===== src/rtl/cs_mult_sequencer.sv =====
// cs_mult_sequencer: one WIDTH x WIDTH unsigned multiply.
// A single 4x4 carry-save array is stepped over every 4-bit digit pair of the
// latched operands. Each shifted 8-bit partial product is added into a
// 2*WIDTH-bit accumulator. This costs latency but saves area compared with a
// full-width array.

// multiCS4_fullbasecell: combinational 4x4 unsigned carry-save array multiplier.
// Rows of full adders keep sums and carries apart. A final 4-bit ripple adder
// merges the last row into the upper product nibble.
module multiCS4_fullbasecell (
  input  logic [3:0] i_a,
  input  logic [3:0] i_b,
  output logic [7:0] o_p
);
  logic [3:0][3:0] w_pp;   // w_pp[r][c] = a[c] & b[r], weight r+c
  logic [3:0][3:0] w_s;    // row sums, weight r+c
  logic [3:0][3:0] w_c;    // row carries, weight r+c+1
  logic [3:0]      w_x;    // final merge operand (row-3 sums, weights 4..7)
  logic [3:0]      w_rc;   // ripple carries of the final merge

  for (genvar r = 0; r < 4; r++) begin : g_row
    for (genvar c = 0; c < 4; c++) begin : g_col
      assign w_pp[r][c] = i_a[c] & i_b[r];
      if (r == 0) begin : g_first
        assign w_s[r][c] = w_pp[r][c];
        assign w_c[r][c] = 1'b0;
      end else begin : g_fa
        // The sum from the row above is taken one column to the right, which
        // gives the same weight. The leftmost column has no such sum.
        logic w_sin;
        if (c == 3) begin : g_edge
          assign w_sin = 1'b0;
        end else begin : g_inner
          assign w_sin = w_s[r-1][c+1];
        end
        assign w_s[r][c] = w_pp[r][c] ^ w_sin ^ w_c[r-1][c];
        assign w_c[r][c] = (w_pp[r][c] & w_sin) | (w_pp[r][c] & w_c[r-1][c]) |
                           (w_sin & w_c[r-1][c]);
      end
    end
  end

  // Low nibble comes straight out of column 0 of each row.
  assign o_p[3:0] = {w_s[3][0], w_s[2][0], w_s[1][0], w_s[0][0]};
  assign w_x      = {1'b0, w_s[3][3:1]};
  assign w_rc[0]  = 1'b0;

  // Final merge. The product is at most 225, so the top carry never leaves bit 7.
  for (genvar k = 0; k < 4; k++) begin : g_merge
    assign o_p[4+k] = w_x[k] ^ w_c[3][k] ^ w_rc[k];
    if (k < 3) begin : g_cy
      assign w_rc[k+1] = (w_x[k] & w_c[3][k]) | (w_x[k] & w_rc[k]) |
                         (w_c[3][k] & w_rc[k]);
    end
  end
endmodule

module cs_mult_sequencer #(
  parameter int WIDTH = 8
) (
  input  logic                 clk,
  input  logic                 rst,
  input  logic                 req_valid_i,
  output logic                 req_ready_o,
  input  logic [WIDTH-1:0]     factor1_i,
  input  logic [WIDTH-1:0]     factor2_i,
  output logic                 res_valid_o,
  input  logic                 res_ready_i,
  output logic [2*WIDTH-1:0]   product_o,
  output logic                 busy_o
);
  localparam int DIGITS = WIDTH / 4;
  localparam int PW     = 2 * WIDTH;
  localparam int CW     = (DIGITS > 1) ? $clog2(DIGITS) : 1;
  localparam logic [CW-1:0] LAST = CW'(DIGITS - 1);

  if ((WIDTH % 4) != 0 || WIDTH < 8) begin : g_bad_width
    $error("cs_mult_sequencer: WIDTH must be a multiple of 4 and >= 8");
  end

  typedef enum logic [1:0] {S_IDLE, S_CALC, S_DONE} state_t;

  state_t          r_state;
  logic [WIDTH-1:0] r_fa;
  logic [WIDTH-1:0] r_fb;
  logic [PW-1:0]   r_acc;
  logic [CW-1:0]   r_i;
  logic [CW-1:0]   r_j;

  logic [3:0]      w_a;
  logic [3:0]      w_b;
  logic [7:0]      w_pp8;
  logic [CW:0]     w_shamt;    // digit position i+j; shift is 4x this
  logic [PW-1:0]   w_pp_sh;
  logic [PW-1:0]   w_sum;
  logic            w_accept;

  // Select the current digit pair from the latched operands.
  assign w_a = r_fa[{r_i, 2'b00} +: 4];
  assign w_b = r_fb[{r_j, 2'b00} +: 4];

  multiCS4_fullbasecell u_cell (
    .i_a (w_a),
    .i_b (w_b),
    .o_p (w_pp8)
  );

  // Zero-extend the partial product, move it to weight 4*(i+j), and add it in.
  // The true product fits in PW bits, so the add cannot overflow.
  assign w_shamt  = {1'b0, r_i} + {1'b0, r_j};
  assign w_pp_sh  = {{(PW-8){1'b0}}, w_pp8} << {w_shamt, 2'b00};
  assign w_sum    = r_acc + w_pp_sh;
  assign w_accept = req_valid_i & req_ready_o;

  // Sequencer FSM. All handshake outputs are registered alongside the state.
  always_ff @(posedge clk) begin
    if (rst) begin
      r_state     <= S_IDLE;
      req_ready_o <= 1'b1;
      res_valid_o <= 1'b0;
      busy_o      <= 1'b0;
      product_o   <= '0;
      r_fa        <= '0;
      r_fb        <= '0;
      r_acc       <= '0;
      r_i         <= '0;
      r_j         <= '0;
    end else begin
      case (r_state)
        S_IDLE: begin
          if (w_accept) begin
            r_fa        <= factor1_i;
            r_fb        <= factor2_i;
            r_acc       <= '0;
            r_i         <= '0;
            r_j         <= '0;
            r_state     <= S_CALC;
            req_ready_o <= 1'b0;
            busy_o      <= 1'b1;
          end
        end
        S_CALC: begin
          r_acc <= w_sum;
          if (r_j == LAST) begin
            r_j <= '0;
            if (r_i == LAST) begin
              // Last digit pair: w_sum is the complete product.
              product_o   <= w_sum;
              res_valid_o <= 1'b1;
              r_state     <= S_DONE;
            end else begin
              r_i <= r_i + 1'b1;
            end
          end else begin
            r_j <= r_j + 1'b1;
          end
        end
        S_DONE: begin
          // Hold the result until it is consumed. A new request is only seen
          // again from IDLE.
          if (res_ready_i) begin
            res_valid_o <= 1'b0;
            busy_o      <= 1'b0;
            req_ready_o <= 1'b1;
            r_state     <= S_IDLE;
          end
        end
        default: begin
          r_state     <= S_IDLE;
          req_ready_o <= 1'b1;
          res_valid_o <= 1'b0;
          busy_o      <= 1'b0;
        end
      endcase
    end
  end
endmodule


===== config.mk =====
export PLATFORM = sky130hd
export DESIGN_NAME = cs_mult_sequencer
export DESIGN_NICKNAME = d
export VERILOG_FILES = /design/src/rtl/cs_mult_sequencer.sv
export SDC_FILE = /design/constraint.sdc
export NUM_CORES = 1
export LEC_CHECK = 0
export ABC_AREA = 0
export CAP_MARGIN = 30
export CORE_MARGIN = 2
export CORE_UTILIZATION = 56
export DETAILED_ROUTE_END_ITERATION = 12
export PLACE_DENSITY = 0.79
export SETUP_SLACK_MARGIN = 0.02
export SYNTH_ARGS = -nofsm -noshare
export SYNTH_HDL_FRONTEND = slang
export SYNTH_HIERARCHICAL = 1
export SYNTH_SLANG_ARGS = --single-unit

===== constraint.sdc =====
create_clock -name clk -period 7.5 [get_ports clk]
set_input_delay 2.25 -clock clk [delete_from_list [all_inputs] [get_ports clk]]
set_output_delay 2.25 -clock clk [all_outputs]
set_load 0.02 [all_outputs]

### Yosys cells after proc, flatten, opt, wreduce, memory -nomap -nowiden

Cells that the tools add are included.
W data, S select, Z words.

* flip-flop bits (word level): 55
* input bits: 20
* output and inout port bits: 19

* add/sub/neg operators: 4
* eq/ne operators: 6
* shift-type cells: 3
* multiplexer cells: 21
* bitwise gates (word level): 83
* reduce and logical (&&, ||, !) cells: 9

Operators by type and width (number)
* $and A1 B1 Y1: 45
* $pmux W16 S2: 1
* $xor A1 B1 Y1: 20
* $add A16 B16 Y16: 1
* $mux W16: 1
* $or A1 B1 Y1: 16
* $shiftx A8 B4 Y4: 2
* $shl A8 B4 Y16: 1
* $mux W1: 9
* $pmux W1 S3: 3
* $reduce_and A3 Y1: 3
* $mux W2: 4
* $ne A2 B2 Y1 const B: 4
* $reduce_and A4 Y1: 2
* $pmux W2 S3: 1
* $pmux W1 S2: 2
* $reduce_and A2 Y1: 2
* $add A1 B1 Y1 const B: 2
* $add A1 B1 Y2: 1
* $eq A2 B1 Y1 const B: 1
* $eq A2 B2 Y1 const B: 1
* $logic_not A2 Y1: 1
* $not A1 Y1: 2
* $reduce_bool A2 Y1: 1

### Depth between registers and ports, before layout

Gate-level depths: netlist (run 1).

* word-level depth: 19
* mapped depth: 21
* depth with buffers taken out: 20

### By module

Netlist (run 1), hierarchy kept.

By module, submodules not included
* cs_mult_sequencer: times used 1, cells each 353, area each 2891.5 µm², seq. area each 1101.1 µm²
* multiCS4_fullbasecell: times used 1, cells each 32, area each 322.8 µm², seq. area each 0.0 µm²

### Worst setup path before layout (run 1)

Ideal clock, no wire load.

* path kind: register -> register
* start: register r_j
* end: register product_o[15]
* data arrival time: 5.158 ns
* data required time: 7.423 ns
* setup slack: 2.265 ns
* stages on the path, launching flop included: 21
* path through: dfxtp_1 -> clkbuf_1 -> mux2_2 -> and2_1 -> ha_1 -> fa_1 -> inv_1 -> fa_1 -> inv_1 -> ha_1 -> fa_1 -> fa_1 -> mux2i_1 -> nor2_1 -> ha_1 -> a21oi_1 -> or3_1 -> o211ai_1 -> a31o_2 -> or4_4 -> a41oi_2

RTL lines
* start, declared: RTL line 88 `logic [CW-1:0] r_j;`
* start signal, assigned: RTL line 155 `r_j <= r_j + 1'b1;`
* $shiftx A8 B4 Y4 (*): RTL line 100 `assign w_b = r_fb[{r_j, 2'b00} +: 4];`
* named net w_b[1]: RTL line 91 `logic [3:0] w_b;`
* $and A1 B1 Y1: RTL line 23 `assign w_pp[r][c] = i_a[c] & i_b[r];`
* $xor A1 B1 Y1 / $and A1 B1 Y1 (equally long branches): RTL line 36, 37
* $and A1 B1 Y1: RTL line 37 `assign w_c[r][c] = (w_pp[r][c] & w_sin) | (w_pp[r][c] & w_c[r-1][c]) |`
* $or A1 B1 Y1 (2 in a row): RTL line 37
* $and A1 B1 Y1: RTL line 37
* $or A1 B1 Y1 (2 in a row): RTL line 37
* $and A1 B1 Y1 (2 in a row): RTL line 52 `assign w_rc[k+1] = (w_x[k] & w_c[3][k]) | (w_x[k] & w_rc[k]) |`
* $or A1 B1 Y1 (2 in a row): RTL line 52
* $xor A1 B1 Y1 (*): RTL line 50 `assign o_p[4+k] = w_x[k] ^ w_c[3][k] ^ w_rc[k];`
* named net w_pp8[6]: RTL line 92 `logic [7:0] w_pp8;`
* $shl A8 B4 Y16 (*): RTL line 111 `assign w_pp_sh = {{(PW-8){1'b0}}, w_pp8} << {w_shamt, 2'b00};`
* $add A16 B16 Y16 (*): RTL line 112 `assign w_sum = r_acc + w_pp_sh;`
* end signal, assigned: RTL line 148 `product_o <= w_sum;`
* end, declared: RTL line 69 `output logic [2*WIDTH-1:0] product_o,`

The timed path passes the listed nets; every way through them passes the cells marked *.
A chain may end at the register's enable or synchronous reset.

### Worst setup path after layout (run 1)

Ends and elaborated chain as after synthesis.

==> results of run 1 <==
==> path summary, 6_finish.rpt <==
kind                               from       endpoint  slack, ps
worst max-delay path                r_j  product_o[15]       2030
worst min-delay path            r_fa[0]        r_fa[0]        460
worst max register to register      r_j  product_o[15]       2030
worst min register to register  r_fa[0]        r_fa[0]        460
==> worst min-delay path, delay by kind of cell, from the launching register on <==
family / cells / cell delay (ps)
flip-flops: 1 / 320
AND/OR/NAND/NOR: 1 / 50
AO/OA/AOI/OAI: 1 / 50
==> cell type report <==
cell class	instances	area, um2
Clock buffer	6	72.57
Clock inverter	1	30.03
Fill cell	460	1809
Inverter	8	30.03
Multi-Input combinational cell	302	2001
Sequential cell	55	1101
Tap cell	72	90.09
Timing Repair Buffer	41	406.6
==> logic make-up after synthesis <==
group | after synthesis | share of synthesized area, %
buffers and inverters | 28 | 3.503
AO/OA/AOI/OAI | 92 | 18.26
XOR/XNOR | 15 | 4.087
AND/OR/NAND/NOR | 154 | 22.46
multiplexers | 12 | 4.048
flip-flops | 55 | 34.25
adder cells (fa/ha/maj) | 29 | 13.39
==> cell usage in the layout, fill, tap and decap left out, drive strengths merged, types with 3 or more instances in the layout <==
cell | Yosys | routed
nand2 | 77 | 77
dfxtp | 55 | 55
a21oi | 52 | 52
clkdlybuf4s50 | 0 | 38
and2 | 21 | 21
ha | 20 | 20
nor2 | 19 | 19
a22o | 12 | 12
nand3 | 9 | 9
fa | 9 | 9
mux2 | 8 | 8
xnor2 | 8 | 8
inv | 8 | 8
nor3 | 8 | 8
xor2 | 7 | 7
nor2b | 7 | 7
a21o | 6 | 6
a31oi | 6 | 6
clkbuf | 15 | 6
mux2i | 4 | 4
o21ai | 4 | 4
nand4 | 3 | 3
buf | 5 | 3
==> power breakdown <==
group	switching, uW	internal, uW
clock	91.6	98.0
combinational	38.9	30.1
sequential	7.16	300
total	138	428
==> flip-flops by register name, indices dropped and copies added (netlist names) <==
register / flops
r_fa: 8
r_state: 2
r_fb: 8
r_j: 1
r_i: 1
r_acc: 16
busy_o: 1
req_ready_o: 1
res_valid_o: 1
product_o: 16
==> metal layers <==
layer	share of wire (%)	track usage [%]	vias to the layer above
met5	0	0	-
met4	2.3	8.136	0
li1	-	-	1386
met3	3.4	3.733	19
met2	49	41.09	61
met1	46	28.94	1287
==> per-stage QoR <==
stage / cells / util, % / setup WS, ps / total power [uW] / hold slack, ps
2_1_floorplan: 385 / - / 2265 / 358.3 / 432.9
3_3_place_gp: 477 / 65.29 / 2232 / 380.4 / 441.4
3_5_place_dp: 478 / 65.49 / 2046 / 383.3 / 448.1
4_1_cts: 485 / 67.34 / 2016 / 569.6 / 461.6
5_1_grt: 485 / 67.34 / 1745 / 590.0 / 477.3
6_report: 485 / 67.34 / 2029 / 565.9 / 456.8
==> run summary, run 1 <==
The run finished with clean final reports. The flop and latch count out of synthesis works out to 55. The gate count after technology mapping is 385. After layout, the worst path uses 72.95% of the clock period. The total overflow left after global routing is 0. Dividing the detail-routed wire length by the instance count gives 14.05 um.

The critical path goes through mux2_2, and2_1, ha_1, fa_1, inv_1, fa_1, inv_1, ha_1, fa_1, fa_1, mux2i_1, nor2_1, ha_1, a21oi_1, or3_1, o211ai_1, a31o_2, or4_4, a41oi_2. In this run the static leakage power is 0.001550 uW. Leading area contributor after synthesis: sky130_fd_sc_hd__dfxtp_1. The maximum net fanout on the critical path was 10; the final worst clock skew was 6.316 ps. The first global-routing pass estimated 11880 um of wire. Worst reg2reg path depth: 19. The die boundary height was 79.76 um.

The commonest cells after synthesis are 77 x sky130_fd_sc_hd__nand2_1, 55 x sky130_fd_sc_hd__dfxtp_1, 51 x sky130_fd_sc_hd__a21oi_1, 21 x sky130_fd_sc_hd__and2_1, 20 x sky130_fd_sc_hd__ha_1. The cts-stage hold buffer count was 0. Of the cells placed in the final design, the portion with a size suffix greater than 1 is 6.780%. The worst setup path is of the reg2reg kind. Once the clock tree was built, the resizer swapped 0 gates to a different size.

Summing all placed instances gives a cell area of 0.003628 mm2. Max-cap violations in this run came to 0. Measured against its own limit, the worst slew margin works out to 33.22%. TritonCTS built the clock tree.

Setup violations remaining at the end of the flow were counted as 0. At the end of routability-driven placement, the weighted congestion stood at 0.8582. After floorplanning, the core was sized to cover 0.005540 mm2.

Number of detailed-routing iterations run before antenna repair: 4. The area fraction of the dominant cell type after synthesis works out to 34.25%. Summed over all failing endpoints, the final setup total negative slack is 0 ps. Number of violations reported at the end of detailed-routing iteration 0: 184. The initial antenna violation count was 0. For this design, the sink count on the clock tree is 55.

Setup repair after global routing left no endpoint under its margin. The cell with the most instances after synthesis is sky130_fd_sc_hd__nand2_1. The routed design has 6812 um of wire. The power density of the placed cells is 151.7 mW/mm2, and the die outline width is 79.76 um.

The worst-case IR drop observed on VDD is 0.00009300 V. Pin placement for this block handled 39 I/O pins. The die covers 0.006362 mm2. The count of nets left with antenna violations once routing finished came out at 0.

The critical path data required time was 7740 ps; the maximum number of pins on one net before global-route repair was 49. The fraction of registers with async set or reset after synthesis was 0%. Across all layers, the routed design uses 2753 vias. For the half-perimeter wire length of the detailed placement result, the log shows 5151 um. CTS placed an instance of sky130_fd_sc_hd__clkbuf_8 at the clock tree root. The count of buffers added on input and output ports is 38.

Among the stages of the critical path, the cell type that occurs most often is sky130_fd_sc_hd__fa_1. Along the worst hold path, the cell count comes to 2. The path class of the tightest hold or removal check is reg2reg.

Counting I/O delays and the setup requirement, the final critical path takes 5471 ps. The post-synthesis to final-layout area growth works out to 16.08%. The latest clock arrival within the worst-skew pair came out at 310 ps. TritonCTS created 5 clock buffers. The tools report the total routing usage reported by global routing as 23.37%. The total DRC errors in the routed layout was 0. The routed via count divided by cell count is 5.676. For this run, the number of Yosys warnings is 6. The number of global-route vias before repair came out at 2625. Prevailing post-synth register cell: sky130_fd_sc_hd__dfxtp_1. The clock-pin slew of the registers on the worst-case setup and hold paths came out at 90 ps. The final layout contains 462 nets. The proportion of synthesized chip area in sequential cells was 34.25%; the summed instance area of the synthesized netlist was 0.003214 mm2. Averaged over all synthesized cells, the footprint is 8.349 um2. After routing the design area is 0.003731 mm2. The transition time of the tightest slew-check pin came out at 994.1 ps. The number of logic stages on the critical path including buffering was 19; the clock tree buffer depth was 2. Post-CTS setup buffer count: 0. After synthesis, the cell types taking the most area are sky130_fd_sc_hd__dfxtp_1 34%, sky130_fd_sc_hd__nand2_1 9.0%, sky130_fd_sc_hd__a21oi_1 7.9%. STA classifies the critical path startpoint as a flop.

Final-report hold violation count: 0. The worst setup path is captured at a flop. Yosys mapped the design onto 45 distinct sky130hd cell types. Among all stages on the critical path, the largest delay is contributed by sky130_fd_sc_hd__dfxtp_1.

Broken down by cell family, the worst path's largest delay share belongs to adder cells. The number of pins exceeding their max-slew limit in the final report is 0, and the number of enable-type register cells in the synthesized netlist is 0. Timing would allow up to 182.8 MHz.

The buffering stage count on the worst path with inverters included works out to 2. The antenna diode instance count was 0. The number of nets handed over by synthesis was 434. CTS built an H-tree with a depth of 2. The initial utilization of the core area, before any placement, comes to 58.02%. The largest incremental delay on the critical path was 530 ps. The floorplan has 27 rows. At the worst endpoint, the arrival time is 5710 ps.
(Power assumes the default switching activity.)
==> run 2: changes to the inputs <==
==> constraint.sdc (replaced) <==
create_clock -name clk -period 5.3 [get_ports clk]
set_input_delay 1.59 -clock clk [delete_from_list [all_inputs] [get_ports clk]]
set_output_delay 1.59 -clock clk [all_outputs]
set_load 0.02 [all_outputs]
==> run 2 against run 1 <==
Effect of this change: cell area rose by 2.7%; highest routed layer unchanged; sequential cell count did not move; clock power rose by 46%; die area did not move; critical endpoint unchanged.
==> run summary, run 2 (synthesis results as in run 1) <==
In the finished design, the share of the clock period the worst path needs comes to 96.67%. Path class of the lowest-slack min-delay path: reg2reg. The final layout contains routed wiring with a total length of 7324 um. STA classifies the critical path endpoint as a flop. From bottom edge to top edge, the die measures 79.76 um. CTS saw 55 sinks.

The number of global-route vias before repair was 2585; the number of nets in the layout was 466. In this run the critical register-to-register path is captured at product_o[15]. The floorplan step set the die width to 79.76 um.

IR analysis of the VDD net gives a maximum drop of 0.0001281 V. The total of buffers placed on input and output ports was 38; the global placer's final weighted congestion was 0.8557. The post-synthesis to final-layout area growth works out to 19.23%.

The cell type group with the largest total delay on the critical path is adder cells. Along the worst hold path, the cell count comes to 2. Setup violations remaining at the end of the flow were counted as 0. The most frequent standard cell in the layout excluding fill and tap cells was sky130_fd_sc_hd__nand2_1. In this run the worst path has a maximum fanout of 7.

For the antenna diode instance count, the log shows 0. Once the floorplan was initialized, standard cells occupied 58.02% of the core. The maximum level of the CTS H-tree is 2.

The slowest stage of the critical path belongs to the cell sky130_fd_sc_hd__fa_1. Entering global routing, the biggest net connects 27 pins. In the final layout, the share of cells above drive strength 1 is 10.07%. The routed via count divided by cell count is 5.652, and the clock-pin slew of the registers on the worst-case setup and hold paths is 100 ps.

TritonCTS built the clock tree. Power spread over the standard cell area amounts to 212.8 mW/mm2. Clock skew on the completed layout was measured at 8.670 ps.

After floorplanning, the core was sized to cover 0.005540 mm2. For the number of violations reported at the end of detailed-routing iteration 0, the log shows 146. The site row count is 27.

Detailed placement ended at an HPWL of 5158 um. 39 I/O pins were placed. The tree is rooted in a sky130_fd_sc_hd__clkbuf_8. The signal on the critical path passes through mux2_4, and2_1, ha_2, fa_1, inv_1, fa_1, inv_1, ha_2, fa_2, fa_1, mux2i_1, nor2_1, ha_1, a21oi_2, or3_1, o211ai_1, a31o_4, or4_4, a41oi_2.

The via count of the routed design is 2764. The logs give 0 ps for the final sum of negative setup slack and 456.7 ps for the minimum hold slack. The tool flagged a number of max-cap violations equal to 0. In this run the deepest clock path goes through 2 buffers. The arrival time at the worst endpoint is 5360 ps, and the flop-to-flop setup slack is 180 ps.

The worst reg2reg path depth is 19, and the time the final worst path needs with I/O delays and setup is 5123 ps. Global routing consumed, over all layers together, 23.31% of the routing resources. The top cell types in the final layout, fill and taps aside, are 77 x sky130_fd_sc_hd__nand2_1, 53 x sky130_fd_sc_hd__dfxtp_1, 50 x sky130_fd_sc_hd__a21oi_1. The setup path with the least slack is of type reg2reg. Data on the critical path is required at its endpoint by 5540 ps.

The final-report hold violation count is 0, and the average routed wire per standard cell is 14.98 um. Counting stages on the worst path, the most repeated cell is sky130_fd_sc_hd__fa_1. For this run, the detailed router's first-pass iteration total came to 4. In the final layout, the registers with the most flip-flops are product_o (16), r_acc (16). In this run the most critical hold path is launched from product_o[12]. The buffering stage count on the worst path with inverters included came out at 2.

The maximum clock frequency was 195.2 MHz. The number of CTS-inserted buffers is 5, and the latest clock arrival within the worst-skew pair is 320 ps. The number of pins exceeding their max-slew limit in the final report was 0.

For the initial antenna violation count, the log shows 0. The end of the worst hold path is product_o[12]. The tools report the kind of launch point of the worst setup path as a flop.

The global-route wire length before repair is 11660 um, and the total DRC errors in the routed layout is 0. Once detail routing completed, the nets flagged for antenna violations numbered 0. The startpoint identified for the worst register-to-register timing path is r_i. For this run, the slowest stage of the critical path takes 500 ps. After global routing the overflow that remains totals 0. The flow ran to the end, and the final reports show no timing, DRC or antenna violations. Measured against its own limit, the worst slew margin works out to 39.61%. For the leakage power figure, the log shows 0.001566 uW. The die footprint came out at 0.006362 mm2. The transition time of the tightest slew-check pin was 903.0 ps.
[run 2: cell count changes in the layout (fill, tap and decap cells not counted), sizes merged]
cell / delta
buf: +4
[run 2: how the worst max path moves through the flow]
| stage | start | to | slack [ps] | cells after the start |
|---|---|---|---|---|
| after floorplan | r_j | product_o[15] | 70 | 20 |
| after global placement | r_i | product_o[15] | 140 | 19 |
| after detailed placement | r_i | product_o[15] | -10 | 19 |
| after CTS | r_i | product_o[15] | 30 | 19 |
| after global routing | r_i | product_o[15] | -8 | 19 |
| final | r_i | product_o[15] | 180 | 19 |
[run 2: stage by stage]
stage / instances / power, uW / utilization (%) / setup WS [ps] / instance area (um2)
final: 489 / 815.4 / 69.17 / 176.5 / 3832
after detailed placement: 480 / 543.9 / 65.70 / -11.98 / 3640
after global placement: 480 / 541.0 / 65.70 / 136.6 / 3640
after floorplan: 385 / 507.0 / - / 65.33 / 3214
after CTS: 487 / 815.9 / 67.59 / 31.31 / 3745
after global routing: 489 / 845.6 / 69.17 / -8.435 / 3832
[run 2: routing by layer]
layer / vias up / share of wire, % / GRT usage (%)
met1: 1297 / 43 / 27.24
met3: 15 / 4.8 / 4.977
met2: 66 / 50 / 41.85
li1: 1386 / - / -
met4: 0 / 1.8 / 8.475
met5: - / 0 / 0
[run 2: tightest hold or removal path, cell delays in order, from the launching register on]
cell and delay [ps]:
sky130_fd_sc_hd__dfxtp_1 320, sky130_fd_sc_hd__nand2_1 50, sky130_fd_sc_hd__a21oi_1 50
[run 2: layout make-up]
class	count	area [um2]
clock inverter	1	30.03
fill	467	1708
tap	72	90.09
clock buffer	6	72.57
multi-input combinational	302	2071
inverter	8	30.03
timing repair buffer	45	430.4
sequential	55	1109
[run 2: timing repair]
item / in CTS / in global routing
hold endpoints to repair: 0 / 0
hold buffers: 0 / 0
pin swaps: 0 / 8
cloned: 0 / 0
setup buffers: 0 / 1
resized for setup: 2 / 16
setup endpoints to repair: 7 / 13
[run 2: where the power goes]
group / leakage [uW] / internal, uW / switching [uW] / total [uW]
combinational: 0.00107 / 45.8 / 58.8 / 105
sequential: 0.000447 / 425 / 9.55 / 434
clock: 0.0000513 / 139 / 138 / 277
==> run 3: changes to the inputs <==
--- a/config.mk
+++ b/config.mk
@@ -8,9 +8,9 @@
 export ABC_AREA = 0
 export CAP_MARGIN = 30
 export CORE_MARGIN = 2
-export CORE_UTILIZATION = 56
+export CORE_UTILIZATION = 60
 export DETAILED_ROUTE_END_ITERATION = 12
-export PLACE_DENSITY = 0.79
+export PLACE_DENSITY = 0.84
 export SETUP_SLACK_MARGIN = 0.02
 export SYNTH_ARGS = -nofsm -noshare
 export SYNTH_HDL_FRONTEND = slang
==> constraint.sdc (replaced) <==
create_clock -name clk -period 6.05 [get_ports clk]
set_input_delay 1.815 -clock clk [delete_from_list [all_inputs] [get_ports clk]]
set_output_delay 1.815 -clock clk [all_outputs]
set_load 0.02 [all_outputs]
==> run 3 against run 2 <==
Effect of this change: hold slack hardly changed; combinational power is 17% lower; largest power group unchanged; global-route usage is 1.7 points higher; count of clock-buffer cells in the layout stayed put; die area is 6.3% lower; register-to-register slack better by 300 ps; non-clock buffer count is 3 lower; via count is 0.18% higher; fmax is 8.1% lower; largest cell class unchanged; setup slack better by 300 ps; highest routed layer unchanged.
==> run summary, run 3 (synthesis results as in run 1) <==
The maximum net fanout on the critical path was 10. The cell family contributing the most delay on the critical path is adder cells. Summing over every cut layer, the via total after detailed routing is 2769.

The worst setup path is captured at a flop. Cell at the slowest stage of the critical path: sky130_fd_sc_hd__dfxtp_1. The initial antenna violation count came out at 0. At the worst endpoint, the required time is 6290 ps.

The fill cell instance count of the final layout was 428; the half-perimeter wire length of the detailed placement result was 5278 um. The root buffer cell chosen for the clock tree is sky130_fd_sc_hd__clkbuf_8. The number of global-route vias before repair was 2713; the transition time of the tightest slew-check pin was 810.6 ps.

The most frequent cell on the critical path was sky130_fd_sc_hd__fa_1. The kind of launch point of the worst setup path was a flop. Across the whole layout, storage elements account for 0.001101 mm2. The switching power is 172.0 uW, and the post-detailed-route count of antenna-violating nets is 0. The logs give 0.003626 mm2 for the post-placement cell area and 39 for the boundary pin count. The largest registers in the layout are product_o (16), r_acc (16). Summed over all cells, the static leakage comes to 0.001551 uW.

The library cells used most frequently in the layout, excluding fill and tap cells, are 77 x sky130_fd_sc_hd__nand2_1, 55 x sky130_fd_sc_hd__dfxtp_1, 51 x sky130_fd_sc_hd__a21oi_1. The period utilization is 92.11%, and the leftover overflow at the end of global routing is 0. Once layout is complete, the utilization of the core stands at 72.40%. Setup repair after global routing left no endpoint under its margin.

In this run, the number of DRC markers left after iteration 0 of detailed routing was 134. Global routing consumed, on the met1 layer, 29.58% of the routing resources. Measured in cells, the most critical reg-to-reg path has a length of 19. The first global-routing pass estimated 12050 um of wire.

The repair_antennas step left the layout with diodes totalling 0. The clock tree buffer depth came out at 2. The tools report the maximum clock frequency as 179.5 MHz. The tree built by TritonCTS fans out to 55 sinks. Total DRC errors in the routed layout: 0. The flow ran to the end, and the final reports show no timing, DRC or antenna violations. The worst register-to-register path ends at product_o[15]. The pre-antenna-repair detailed-routing pass consisted of 4 iterations. The critical register-to-register path startpoint is r_j.

The minimum hold slack was 456.9 ps. Summing all multi-input logic gate instances after layout gives 0.002001 mm2. Counting buffers and inverters, the worst setup path is 19 cells deep. Buffers placed on the I/O ports in this run total 38. The setup check on the worst reg-to-reg path leaves a slack of 480 ps.

Clock-pin slew was measured on the worst setup and hold paths at 90 ps. The power density of the placed cells is 180.7 mW/mm2, and the final-report hold violation count is 0. Of the total power, the share spent switching nets is 25.58%.

The run gives 56.7% as the portion of total power attributed to sequential cells. The buffering stage count on the worst path with inverters included works out to 2. Max-cap violations in this run came to 0.

In this run, the clock network consumes 30.4% of the power. The final design area excluding fillers was 0.003721 mm2; the site row count was 26. The average routed wire per standard cell is 14.58 um, and the number of nets in the layout is 463. The share of post-route cells with drive strength above 1 is 7.246%. The final layout contains routed wiring with a total length of 7056 um. The tools report the met3 routing resource usage after global routing as 4.235%. Count of final setup violators: 0. The die outline width is 77.20 um, and the number of resized instances in the post-cts repair step is 0. Routability-driven placement finished with a final weighted congestion of 0.9202. Relative to the synthesized area, the layout overhead comes to 15.76%. The run gives 484 as the final instance count without filler cells. For the worst-skew pair, the clock arrives at the later sink with an insertion delay of 310 ps. The floorplan step defined a core boundary enclosing 0.005140 mm2. The critical path ends at product_o[15]. The tools report the total routing usage reported by global routing as 25.05%.

The H-tree was split into 2 levels. The post-CTS setup buffer count came out at 0. The tools report the final sum of negative setup slack as 0 ps. The clock arrives with 6.698 ps of skew.

The routed via count divided by cell count was 5.721. The most frequent standard cell in the layout excluding fill and tap cells is sky130_fd_sc_hd__nand2_1. Entering global routing, the biggest net connects 42 pins. Arrival time at the worst endpoint: 5810 ps. TritonCTS built the clock tree.

Met2 capacity usage during global routing: 44.17%. The die boundary height came out at 77.20 um. The largest single stage delay on the critical path is 540 ps. Global routing's busiest layer: met2. The worst-case IR drop observed on VDD is 0.0001399 V. The critical path in this run is classified as reg2reg. The die covers 0.005959 mm2.

Counting I/O delays and the setup requirement, the final critical path takes 5573 ps. The run gives 5 as the number of CTS-inserted buffers. Traced cell by cell, the critical path runs through mux2_2, and2_1, ha_1, fa_1, inv_1, fa_1, inv_1, ha_1, fa_1, fa_1, mux2i_1, nor2_1, ha_1, a21oi_1, or3_1, o211ai_1, a31o_2, or4_4, a41oi_2.

Of the total power, combinational logic draws 12.9%. Headroom to the max-slew limit came out at 45.96%. The most critical setup path has its startpoint at r_j.

Buffers inserted to repair hold after CTS numbered 0. The initial utilization of the core area, before any placement, comes to 62.54%. Path class of the lowest-slack min-delay path: reg2reg.

The number of pins exceeding their max-slew limit in the final report is 0. The number of placed instances, taps included, is 476. The internal power component came out at 500.4 uW.
[run 3: cell types whose count changed in the layout (fill, tap and decap cells not counted), moves of 2 or more]
cell                      previous run  this run
sky130_fd_sc_hd__buf_4               6         2
sky130_fd_sc_hd__dfxtp_1            53        55
sky130_fd_sc_hd__dfxtp_4             2         0
sky130_fd_sc_hd__ha_1               16        20
sky130_fd_sc_hd__ha_2                2         0
sky130_fd_sc_hd__ha_4                2         0
sky130_fd_sc_hd__mux2_2              4         8
sky130_fd_sc_hd__mux2_4              4         0
[run 3: per-layer routing]
| layer | share of wire (%) | vias up |
|---|---|---|
| met5 | 0 | - |
| met1 | 44 | 1291 |
| li1 | - | 1383 |
| met4 | 2.4 | 0 |
| met3 | 3.6 | 20 |
| met2 | 50 | 75 |
[run 3: how the worst min path moves through the flow]
stage	start	end	slack [ps]	cells after the start
6_report	r_fa[1]	r_fa[1]	460	2
5_1_grt	r_fa[1]	r_fa[1]	480	2
4_1_cts	r_fa[0]	r_fa[0]	460	2
3_5_place_dp	r_fb[6]	r_fb[6]	450	2
3_3_place_gp	product_o[12]	product_o[12]	440	2
2_1_floorplan	r_fa[4]	r_fa[4]	430	2
[run 3: worst reg2reg max path, cell delays in order (launching register included)]
cell                       delay (ps)
sky130_fd_sc_hd__dfxtp_1          540
sky130_fd_sc_hd__mux2_2           420
sky130_fd_sc_hd__and2_1           170
sky130_fd_sc_hd__ha_1             210
sky130_fd_sc_hd__fa_1             490
sky130_fd_sc_hd__inv_1             50
sky130_fd_sc_hd__fa_1             500
sky130_fd_sc_hd__inv_1             50
sky130_fd_sc_hd__ha_1             200
sky130_fd_sc_hd__fa_1             390
sky130_fd_sc_hd__fa_1             480
sky130_fd_sc_hd__mux2i_1          230
sky130_fd_sc_hd__nor2_1            70
sky130_fd_sc_hd__ha_1             360
sky130_fd_sc_hd__a21oi_1          200
sky130_fd_sc_hd__or3_1            130
sky130_fd_sc_hd__o211ai_1          80
sky130_fd_sc_hd__a31o_2           290
sky130_fd_sc_hd__or4_4            490
sky130_fd_sc_hd__a41oi_2          170
[run 3: area by class of cell]
cell class | count | area share (%)
Clock buffer | 6 | 2.219
Clock inverter | 1 | 0.1345
Tap cell | 70 | 2.354
Inverter | 8 | 0.8070
Sequential cell | 55 | 29.59
Timing Repair Buffer | 42 | 11.13
Multi-Input combinational cell | 302 | 53.77
[run 3: through the flow]
step	total power [uW]	setup WS, ps
final	672.5	477.5
after detailed placement	475.3	587.1
after global routing	701.4	293.9
after CTS	675.8	515.3
after floorplan	444.2	815.3
after global placement	471.3	779.2
[run 3: power by group through the flow]
stage / clock, uW / sequential, uW / combinational (uW)
3_5_place_dp: 0 / 390 / 85.7
4_1_cts: 208 / 381 / 86.3
2_1_floorplan: 0 / 386 / 57.8
3_3_place_gp: 0 / 389 / 82.3
6_report: 204 / 381 / 87.0
5_1_grt: 221 / 383 / 97.8
